<file path="src/rtl/battle_pkg.sv">
// Shared types and helpers for the battlefront calculator: FSM state encoding,
// dead-unit type code, default widths and a width-generic saturating add.
package battle_pkg;

  localparam int unsigned POS_W_DEF = 9;
  localparam int unsigned DMG_W_DEF = 8;
  localparam logic [1:0]  TYPE_DEAD = 2'b00;

  typedef enum logic [5:0] {
    QIdle   = 6'b000001,
    QScan   = 6'b000010,
    QMove   = 6'b000100,
    QSettle = 6'b001000,
    QSum    = 6'b010000,
    QDamage = 6'b100000
  } state_e;

  // Saturates at 2^w-1; operands are zero-extended by the caller.
  function automatic logic [31:0] sat_add(input logic [31:0] a, input logic [31:0] b,
                                          input int unsigned w);
    logic [32:0] s;
    logic [32:0] m;
    s = {1'b0, a} + {1'b0, b};
    m = (33'd1 << w) - 33'd1;
    return (s > m) ? m[31:0] : s[31:0];
  endfunction

endpackage

</file>
<file path="src/rtl/front_finder.sv">
// Serial compare-and-hold over one army: tracks the frontmost live unit's position
// and index (DIR=0 keeps the maximum, DIR=1 the minimum; ties keep the lowest index).
module front_finder #(
  parameter int unsigned POS_W = 9,
  parameter int unsigned IDX_W = 2,
  parameter bit          DIR   = 1'b0
) (
  input  logic             clk,
  input  logic             reset,
  input  logic             clr_i,
  input  logic             en_i,
  input  logic             alive_i,
  input  logic [POS_W-1:0] pos_i,
  input  logic [IDX_W-1:0] idx_i,
  output logic [POS_W-1:0] front_pos_o,
  output logic [IDX_W-1:0] front_idx_o,
  output logic             any_alive_o
);

  logic [POS_W-1:0] pos_q;
  logic [IDX_W-1:0] idx_q;
  logic             found_q;
  logic             better;

  always_comb begin
    better = DIR ? (pos_i < pos_q) : (pos_i > pos_q);
  end

  always_ff @(posedge clk) begin
    if (reset || clr_i) begin
      pos_q   <= '0;
      idx_q   <= '0;
      found_q <= 1'b0;
    end else if (en_i && alive_i && (!found_q || better)) begin
      pos_q   <= pos_i;
      idx_q   <= idx_i;
      found_q <= 1'b1;
    end
  end

  assign front_pos_o = pos_q;
  assign front_idx_o = idx_q;
  assign any_alive_o = found_q;

endmodule

</file>
<file path="src/rtl/battle_front.sv">
// Battlefront calculator: per game tick, scans both armies, strobes move/damage and
// routes each side's summed attack to the opposing front. Optional macro: BATTLE_SPLASH_EN.
module battle_front
  import battle_pkg::*;
#(
  parameter int unsigned     N_UNITS  = 4,
  parameter int unsigned     POS_W    = POS_W_DEF,
  parameter int unsigned     DMG_W    = DMG_W_DEF,
  parameter logic [POS_W-1:0] BASE_POS = {POS_W{1'b1}}
) (
  input  logic                     clk,
  input  logic                     reset,
  input  logic                     gameClk,
  input  logic [N_UNITS*POS_W-1:0] enemyPos,
  input  logic [N_UNITS*2-1:0]     enemyType,
  input  logic [N_UNITS*DMG_W-1:0] enemyDmg,
  input  logic [N_UNITS*POS_W-1:0] playerPos,
  input  logic [N_UNITS*2-1:0]     playerType,
  input  logic [N_UNITS*DMG_W-1:0] playerDmg,
  output logic [POS_W-1:0]         enemyFront,
  output logic [POS_W-1:0]         playerFront,
  output logic                     moveSCEN,
  output logic                     damageSCEN,
  output logic [N_UNITS*DMG_W-1:0] enemyDmgIn,
  output logic [N_UNITS*DMG_W-1:0] playerDmgIn,
  output logic                     busy,
  output logic                     overrun
);

  localparam int unsigned IW = (N_UNITS > 1) ? $clog2(N_UNITS) : 1;

  state_e                   state_q;
  logic [IW-1:0]            idx_q;
  logic                     gclk_q, gclk_qq;
  logic                     tick;
  logic [DMG_W-1:0]         e_sum_q, p_sum_q, e_sum_d, p_sum_d;
  logic [POS_W-1:0]         e_front_q, p_front_q;
  logic                     move_q, dmg_q, busy_q, overrun_q;
  logic [N_UNITS*DMG_W-1:0] e_in_q, p_in_q, e_in_d, p_in_d;

  logic [POS_W-1:0] e_pos [N_UNITS];
  logic [POS_W-1:0] p_pos [N_UNITS];
  logic [DMG_W-1:0] e_dmg [N_UNITS];
  logic [DMG_W-1:0] p_dmg [N_UNITS];
  logic [N_UNITS-1:0] e_live, p_live;

  logic [POS_W-1:0] e_fpos, p_fpos;
  logic [IW-1:0]    e_fidx, p_fidx;
  logic             e_any, p_any;
  logic             last_idx, scan_en, clr;

  always_comb begin
    for (int unsigned i = 0; i < N_UNITS; i++) begin
      e_pos[i]  = enemyPos[i*POS_W +: POS_W];
      p_pos[i]  = playerPos[i*POS_W +: POS_W];
      e_dmg[i]  = enemyDmg[i*DMG_W +: DMG_W];
      p_dmg[i]  = playerDmg[i*DMG_W +: DMG_W];
      e_live[i] = (enemyType[i*2 +: 2] != TYPE_DEAD);
      p_live[i] = (playerType[i*2 +: 2] != TYPE_DEAD);
    end
  end

  assign tick     = gclk_q & ~gclk_qq;
  assign last_idx = (idx_q == IW'(N_UNITS - 1));
  assign scan_en  = (state_q == QScan);
  assign clr      = (state_q == QIdle) && tick;

  front_finder #(.POS_W(POS_W), .IDX_W(IW), .DIR(1'b0)) u_enemy_ff (
    .clk(clk), .reset(reset), .clr_i(clr), .en_i(scan_en), .alive_i(e_live[idx_q]),
    .pos_i(e_pos[idx_q]), .idx_i(idx_q),
    .front_pos_o(e_fpos), .front_idx_o(e_fidx), .any_alive_o(e_any)
  );

  front_finder #(.POS_W(POS_W), .IDX_W(IW), .DIR(1'b1)) u_player_ff (
    .clk(clk), .reset(reset), .clr_i(clr), .en_i(scan_en), .alive_i(p_live[idx_q]),
    .pos_i(p_pos[idx_q]), .idx_i(idx_q),
    .front_pos_o(p_fpos), .front_idx_o(p_fidx), .any_alive_o(p_any)
  );

  always_comb begin
    e_sum_d = e_live[idx_q] ? DMG_W'(sat_add(32'(e_sum_q), 32'(e_dmg[idx_q]), DMG_W)) : e_sum_q;
    p_sum_d = p_live[idx_q] ? DMG_W'(sat_add(32'(p_sum_q), 32'(p_dmg[idx_q]), DMG_W)) : p_sum_q;
  end

  // Player attack lands on enemies, enemy attack on players; final sums include the last index.
  always_comb begin
    e_in_d = '0;
    p_in_d = '0;
    for (int unsigned i = 0; i < N_UNITS; i++) begin
`ifdef BATTLE_SPLASH_EN
      if (e_any && e_live[i] && (e_pos[i] == e_fpos)) e_in_d[i*DMG_W +: DMG_W] = p_sum_d;
      if (p_any && p_live[i] && (p_pos[i] == p_fpos)) p_in_d[i*DMG_W +: DMG_W] = e_sum_d;
`else
      if (e_any && (e_fidx == IW'(i))) e_in_d[i*DMG_W +: DMG_W] = p_sum_d;
      if (p_any && (p_fidx == IW'(i))) p_in_d[i*DMG_W +: DMG_W] = e_sum_d;
`endif
    end
  end

  always_ff @(posedge clk) begin
    if (reset) begin
      state_q   <= QIdle;
      idx_q     <= '0;
      gclk_q    <= 1'b0;
      gclk_qq   <= 1'b0;
      e_sum_q   <= '0;
      p_sum_q   <= '0;
      e_front_q <= BASE_POS;
      p_front_q <= '0;
      move_q    <= 1'b0;
      dmg_q     <= 1'b0;
      busy_q    <= 1'b0;
      overrun_q <= 1'b0;
      e_in_q    <= '0;
      p_in_q    <= '0;
    end else begin
      gclk_q  <= gameClk;
      gclk_qq <= gclk_q;
      move_q  <= 1'b0;
      dmg_q   <= 1'b0;
      e_in_q  <= '0;
      p_in_q  <= '0;
      if (tick && (state_q != QIdle)) overrun_q <= 1'b1;
      case (state_q)
        QIdle: if (tick) begin
          state_q <= QScan;
          idx_q   <= '0;
          busy_q  <= 1'b1;
        end
        QScan: begin
          idx_q <= idx_q + 1'b1;
          if (last_idx) begin
            idx_q   <= '0;
            state_q <= QMove;
            move_q  <= 1'b1;
          end
        end
        // Finder results settle on the last scan edge, so fronts are captured one cycle later.
        QMove: begin
          e_front_q <= p_any ? p_fpos : BASE_POS;
          p_front_q <= e_any ? e_fpos : '0;
          state_q   <= QSettle;
        end
        QSettle: begin
          e_sum_q <= '0;
          p_sum_q <= '0;
          idx_q   <= '0;
          state_q <= QSum;
        end
        QSum: begin
          e_sum_q <= e_sum_d;
          p_sum_q <= p_sum_d;
          idx_q   <= idx_q + 1'b1;
          if (last_idx) begin
            idx_q   <= '0;
            state_q <= QDamage;
            dmg_q   <= 1'b1;
            e_in_q  <= e_in_d;
            p_in_q  <= p_in_d;
          end
        end
        QDamage: begin
          state_q <= QIdle;
          busy_q  <= 1'b0;
        end
        default: begin
          state_q <= QIdle;
          busy_q  <= 1'b0;
        end
      endcase
    end
  end

  assign enemyFront  = e_front_q;
  assign playerFront = p_front_q;
  assign moveSCEN    = move_q;
  assign damageSCEN  = dmg_q;
  assign enemyDmgIn  = e_in_q;
  assign playerDmgIn = p_in_q;
  assign busy        = busy_q;
  assign overrun     = overrun_q;

endmodule

</file>
<file path="config.mk">
export PLATFORM = sky130hd
export DESIGN_NAME = battle_front
export DESIGN_NICKNAME = d
export VERILOG_FILES = /design/src/rtl/battle_pkg.sv /design/src/rtl/front_finder.sv /design/src/rtl/battle_front.sv
export SDC_FILE = /design/constraint.sdc
export NUM_CORES = 1
export LEC_CHECK = 0
export BUFFER_PORTS_ARGS = -buffer_cell sky130_fd_sc_hd__clkbuf_2
export CORE_MARGIN = 2
export CORE_UTILIZATION = 46
export DETAILED_ROUTE_END_ITERATION = 6
export GPL_TIMING_DRIVEN = 0
export HOLD_SLACK_MARGIN = 0.1
export PLACE_DENSITY = 0.87
export SLEW_MARGIN = 20
export SYNTH_ARGS = -nofsm -noshare
export SYNTH_HDL_FRONTEND = slang
export SYNTH_HIERARCHICAL = 1
export SYNTH_SLANG_ARGS = --single-unit
</file>
<file path="constraint.sdc">
create_clock -name clk -period 3.65 [get_ports clk]
set_clock_uncertainty 0.1 [all_clocks]
set_input_delay 0.1825 -clock clk [delete_from_list [all_inputs] [get_ports clk]]
set_output_delay 0.1825 -clock clk [all_outputs]
set_load 0.1 [all_outputs]
</file>
---- Yosys cells after proc, flatten, opt, wreduce, memory -nomap -nowiden ----
Index checks and enable logic that the tools add are counted.
storage, ports and cells
  register bits ........................... 136
  input port bits ......................... 155
  output and inout bits ................... 86
  logic and storage cells ................. 146
operators by class
  add/subtract/negate cells ............... 3
  $lt $le $gt $ge ......................... 6
  equal/unequal tests ..................... 16
  mux-type cells .......................... 34
  bitwise gates (word level) .............. 15
  reduce and logical (&&, ||, !) cells .... 46
operators by type and width
  operator                                               number
  two-way mux 8 bit                                      8
  two-way mux 9 bit                                      6
  binary-select mux 9 bit (select 2 bit)                 2
  OR reduction 4 bit                                     9
  binary-select mux 8 bit (select 2 bit)                 2
  one-hot mux 8 bit (2 select lines)                     2
  one-hot mux 6 bit (5 select lines)                     1
  adder 8 x 8 -> 9 bit                                   2
  > comparator 9 x 8 -> 1 bit, second input constant     2
  two-way mux 6 bit                                      3
  nonzero test 2 bit                                     9
  logical AND 1 bit                                      14
  NOT 1 bit                                              13
  equality test 2 bit, second input constant             5
  > comparator 9 bit                                     1
  less-than comparator 9 bit                             1
  equality test 6 x 1 -> 1 bit, second input constant    1
  equality test 6 x 2 -> 1 bit, second input constant    1
  equality test 6 x 3 -> 1 bit, second input constant    1
  equality test 6 x 4 -> 1 bit, second input constant    1
  equality test 6 x 5 -> 1 bit, second input constant    1
  inequality test 2 bit, second input constant           3
  inequality test 6 x 1 -> 1 bit, second input constant  1
  one-hot mux 2 bit (3 select lines)                     1
  17 further kinds                                       30

---- Logic depth before layout (Yosys ltp) ----
  word-level depth ........................ 9
  mapped depth ............................ 11
  depth with buffers taken out ............ 8

---- Modules after synthesis ----
The synthesis kept the hierarchy.
modules (own cells, without submodules)
  module                       times used  cells an instance  area each (um^2)  sequential area each (um^2)
  battle_front                 1           532                5,444.0           2,242.2
  front_finder at u_enemy_ff   1           84                 732.0             240.2
  front_finder at u_player_ff  1           81                 695.7             240.2

---- Worst setup path after synthesis ----
Ideal clock, no wire load.
  path type ............................... register to register
  start ................................... register idx_q[0]
  end ..................................... register p_in_q[15] (netlist: playerDmgIn[15])
  library setup time ...................... 0.151 ns
  arrival time ............................ 3.676 ns
  required time ........................... 3.399 ns
  slack ................................... -0.277 ns
  cell stages (with the launch flop) ...... 11
  buffers on the path ..................... 2
  period minus slack after synthesis ...... 3.927 ns
  cells stage by stage .................... dfxtp_1 buf_2 buf_1 mux4_2 ha_1 fa_1 a21o_1 and3_1 o211a_1 nor4bb_1 a211oi_1
on the way
  cells in the longest elaborated chain, start to end .. 8
  elaborated cells between the ends (all ways) .. 13
  classes of those cells .................. add/sub (1); order compare (1); eq/ne (1); mux (7); bitwise (2); reduce/logical (1)
RTL lines
  what                                                  line                 text
  start, declared                                       battle_front.sv:33   logic [IW-1:0] idx_q;
  start signal, assigned                                battle_front.sv:131  idx_q <= idx_q + 1'b1;
  start signal, assigned                                battle_front.sv:153  idx_q <= idx_q + 1'b1;
  NOT 2 -> 3 bit (not written as such)                  battle_front.sv:81   e_sum_d = e_live[idx_q] ? DMG_W'(sat_add(32'(e_sum_q), 32'(e_dmg[idx_q]), DMG_W)) : e_sum_q;
  binary-select mux 8 bit (select 2 bit)                battle_front.sv:81
  two-way mux 8 bit (not written as such) (2 in a row)  battle_front.sv:81
  adder 8 x 8 -> 9 bit                                  battle_pkg.sv:23     s = {1'b0, a} + {1'b0, b};
  > comparator 9 x 8 -> 1 bit                           battle_pkg.sv:25     return (s > m) ? m[31:0] : s[31:0];
  two-way mux 8 bit                                     battle_pkg.sv:25
  two-way mux 8 bit                                     battle_front.sv:81
  end signal, assigned                                  battle_front.sv:159  p_in_q <= p_in_d;
  end, declared                                         battle_front.sv:39   logic [N_UNITS*DMG_W-1:0] e_in_q, p_in_q, e_in_d, p_in_d;
Several ways; a longest one is shown, not always the timed one. The select of a mux whose other input is x is not followed.
A chain may end at the register's enable or synchronous reset.

---- Worst setup path in the final report ----
  start ................................... register idx_q[0]
  end ..................................... register p_in_q[21] (netlist: playerDmgIn[21])
The elaborated chain is that of the path after synthesis.

==> metrics.txt <==
Worst Hold Depth=4; I/O Buffers=240; sequential area share after synthesis=0.3962; Startpoint Class=flip-flop; Power Total=around 3600 uW; I/O pin count=about 240; Util after Layout=0.6302; # diodes=0; flops & latches, synth=136; RePlAce Congestion=around 0.91; Slew headroom=0.4729; worst path arrival time=around 3.7 ns; Lkg Pwr=approximately 0.0040 uW; Synth top area share=0.3962; Layout Nets=1,154; Post-synth EDFFs=0; vias in the first global route=6,188; Die Span Y=126.2 um; Die X=around 130 um; YS warnings=6; critical path class=flip-flop to flip-flop; Final HPWL DP=~14,000 um; clk_lat worst skew=0.43 ns; maximum vdd drop=~320 uV; syn avg cell area=about 9.9 um^2; Via density=5.454; GR peak layer=met2; Pwr Density=between 300 and 400 mW/mm^2; gr usage total=0.2375; DRT Pass-1 Iters=5; RR Startpoint=idx_q[0]$_SDFFE_PP0P_; crit-path max FO=10; clock-pin slew on the worst setup and hold paths=0.06 ns; main flop type after synthesis=dfxtp_1; wire length per cell=roughly 16 um; Final Setup Violations=0; Final Hold Viols=0; hold endpoint=u_player_ff/front_pos_o[3]$_SDFFE_PP0P_; M2 GR Usage=0.4140; Initial Utilization=0.4710; global-route met3 utilization=0.05013; Max H-tree Level=4; # clock sinks=roughly 140; # rows=44; die area=about 0.016 mm^2; Synth Cell Area=0.006872 mm^2; most common cell after layout, fill and taps aside=clkbuf_2; outcome=finished clean; share of layout cells above drive strength 1=0.3811; # Max-Cap Violations=0; syn_nets=just under 900; period utilisation layout=0.9495; library cells used by synthesis=67; crit path capture type=flip-flop; unrepaired setup endpoints after global routing=false; DRC=0; setup slack after layout=0.1844 ns; top cells by area, synth=dfxtp_1 (40%), mux4_2 (12%), ha_1 (6.2%), nor2_1 (5.0%), mux2i_1 (3.6%); reg-to-reg critical path endpoint=playerDmgIn[21]$_SDFF_PP0_; Slew @ Worst Pin=between 0.7 and 0.8 ns; final wirelength=18,820 um; reg2reg setup slack=between 0.15 and 0.2 ns; Num CTS Buffers=17; area leader, netlist=dfxtp_1; P&R area growth vs syn=33.79%; # fillers=~1.1k; largest net degree at the start of global routing=17; FF-to-FF path depth=11; Final Max Slew Viols=0; core area=roughly 0.015 mm^2; initial DRC count=328; pre-CTS setup slack=-0.8496 ns; CTS tree=done; most frequent cells in the layout=clkbuf_2 (241), dfxtp_1 (135), nor2_1 (92); WHS=about 0.18 ns; Required @ worst endpoint=~3.9 ns; Async SR Flop Fraction=0; Highest Clock Rate=0.2885 GHz; antenna violations before repair=0; HP Class=input pin to flip-flop; Hold Crit Start=playerPos[3]; root buffer cell=clkbuf_16; buffer depth of the longest clock path=2; first-pass GRT wire length=~30,000 um; fin crit period=~3.5 ns; remaining global-route overflow=0; ANT nets after route=0; via count=about 6.3k; met1 Resource Use GR=0.2826; Syn Inst Count=between 600 and 700
[worst max-delay path by stage]
stage	to	slack (ns)	cells past startpoint	startpoint
5_1_grt	playerDmgIn[21]$_SDFF_PP0_	0.02	11	idx_q[0]$_SDFFE_PP0P_
2_1_floorplan	playerDmgIn[16]$_SDFF_PP0_	0.03	11	idx_q[0]$_SDFFE_PP0P_
3_5_place_dp	enemyDmgIn[16]$_SDFF_PP0_	-0.85	11	idx_q[1]$_SDFFE_PP0P_
3_3_place_gp	enemyDmgIn[0]$_SDFF_PP0_	-0.80	11	idx_q[1]$_SDFFE_PP0P_
4_1_cts	playerDmgIn[8]$_SDFF_PP0_	0.01	11	idx_q[0]$_SDFFE_PP0P_
6_report	playerDmgIn[21]$_SDFF_PP0_	0.18	11	idx_q[0]$_SDFFE_PP0P_
[layer usage]
layer,part of all wire,up-vias
li1,-,3069
met1,0.42,2970
met2,0.49,248
met3,0.057,40
met4,0.031,0
met5,0,-
[worst max-delay path, cell delays in order (launching register included)]
cell and delay, ns:
dfxtp_4 0.41, buf_12 0.15, buf_12 0.14, mux4_2 0.50, ha_1 0.24, fa_1 0.40, a21o_1 0.18, and3_1 0.20
o211a_2 0.31, buf_6 0.18, nor4_4 0.40, nor3_1 0.11
[Yosys cell counts (3+ instances only)]
cell type,number
nand2b_1,12
a211oi_1,10
nand3_1,20
nor2b_1,10
inv_1,27
o41ai_1,5
nand2_1,62
nor3_1,31
nor3b_1,14
nor3_2,4
o21ai_0,6
o2bb2ai_1,14
o211ai_1,4
buf_1,7
mux2i_1,25
buf_6,10
o21bai_1,9
a21oi_1,29
ha_1,34
clkbuf_1,15
or4_4,3
a221oi_1,3
a211oi_2,3
a22o_1,3
dfxtp_1,136
mux4_2,36
nand3b_1,5
xor2_1,5
buf_2,4
nor2_1,92
a21o_1,5
o31ai_1,4
nand4_1,3
[layout make-up]
class	count	area, um^2	share of cell area
Multi-Input combinational cell	496	3990	0.4340
Sequential cell	136	2726	0.2965
Tap cell	184	230.2	0.02504
Clock buffer	20	446.7	0.04858
Timing Repair Buffer	248	1266	0.1377
Clock inverter	12	145.1	0.01579
Buffer	36	284.0	0.03089
Inverter	28	105.1	0.01143
[power breakdown]
| group | internal, uW | switching [uW] |
|---|---|---|
| clock network | 1030 | 680 |
| logic | 177 | 187 |
| registers | 1490 | 5.77 |
| total | 2700 | 873 |
[per-stage QoR]
stage                     instance area (um^2)  TNS [ns]  std cells
after global routing                      9194         0       1160
after detailed placement                  8325    -51.42       1121
after floorplan                           6894         0        697
final                                     9194         0       1160
after CTS                                 9079         0       1155
after global placement                    8325    -46.82       1121
[sequential cells by signal, indices dropped and copies added (netlist names)]
signal	count
u_player_ff/front_idx_o	2
e_sum_q	8
u_enemy_ff/front_idx_o	2
u_player_ff/front_pos_o	9
overrun	1
enemyDmgIn	32
u_enemy_ff/front_pos_o	9
gclk_qq	1
playerFront	9
moveSCEN	1
gclk_q	1
p_sum_q	8
state_q	6
enemyFront	9
idx_q	2
u_enemy_ff/any_alive_o	1
damageSCEN	1
busy	1
u_player_ff/any_alive_o	1
playerDmgIn	32
[timing repair]
item                                    in CTS  in global routing
hold buffers                                 2                  0
hold endpoints to repair                     7                  0
endpoints found under the setup margin      93                 78
resized for setup                           28                 23
setup buffers                                0                  6
pin swaps                                    1                  1
[cell families after synthesis]
logic type | synth area share
xor gates and xnor gates | 0.008922
and+or+nand+nor | 0.2017
muxes | 0.1544
AOI/OAI and AO/OA | 0.1229
DFF | 0.3962
adders and majority gates | 0.06774
buffers and inverters | 0.04807
No activity file was read; power rests on OpenSTA's default activity.
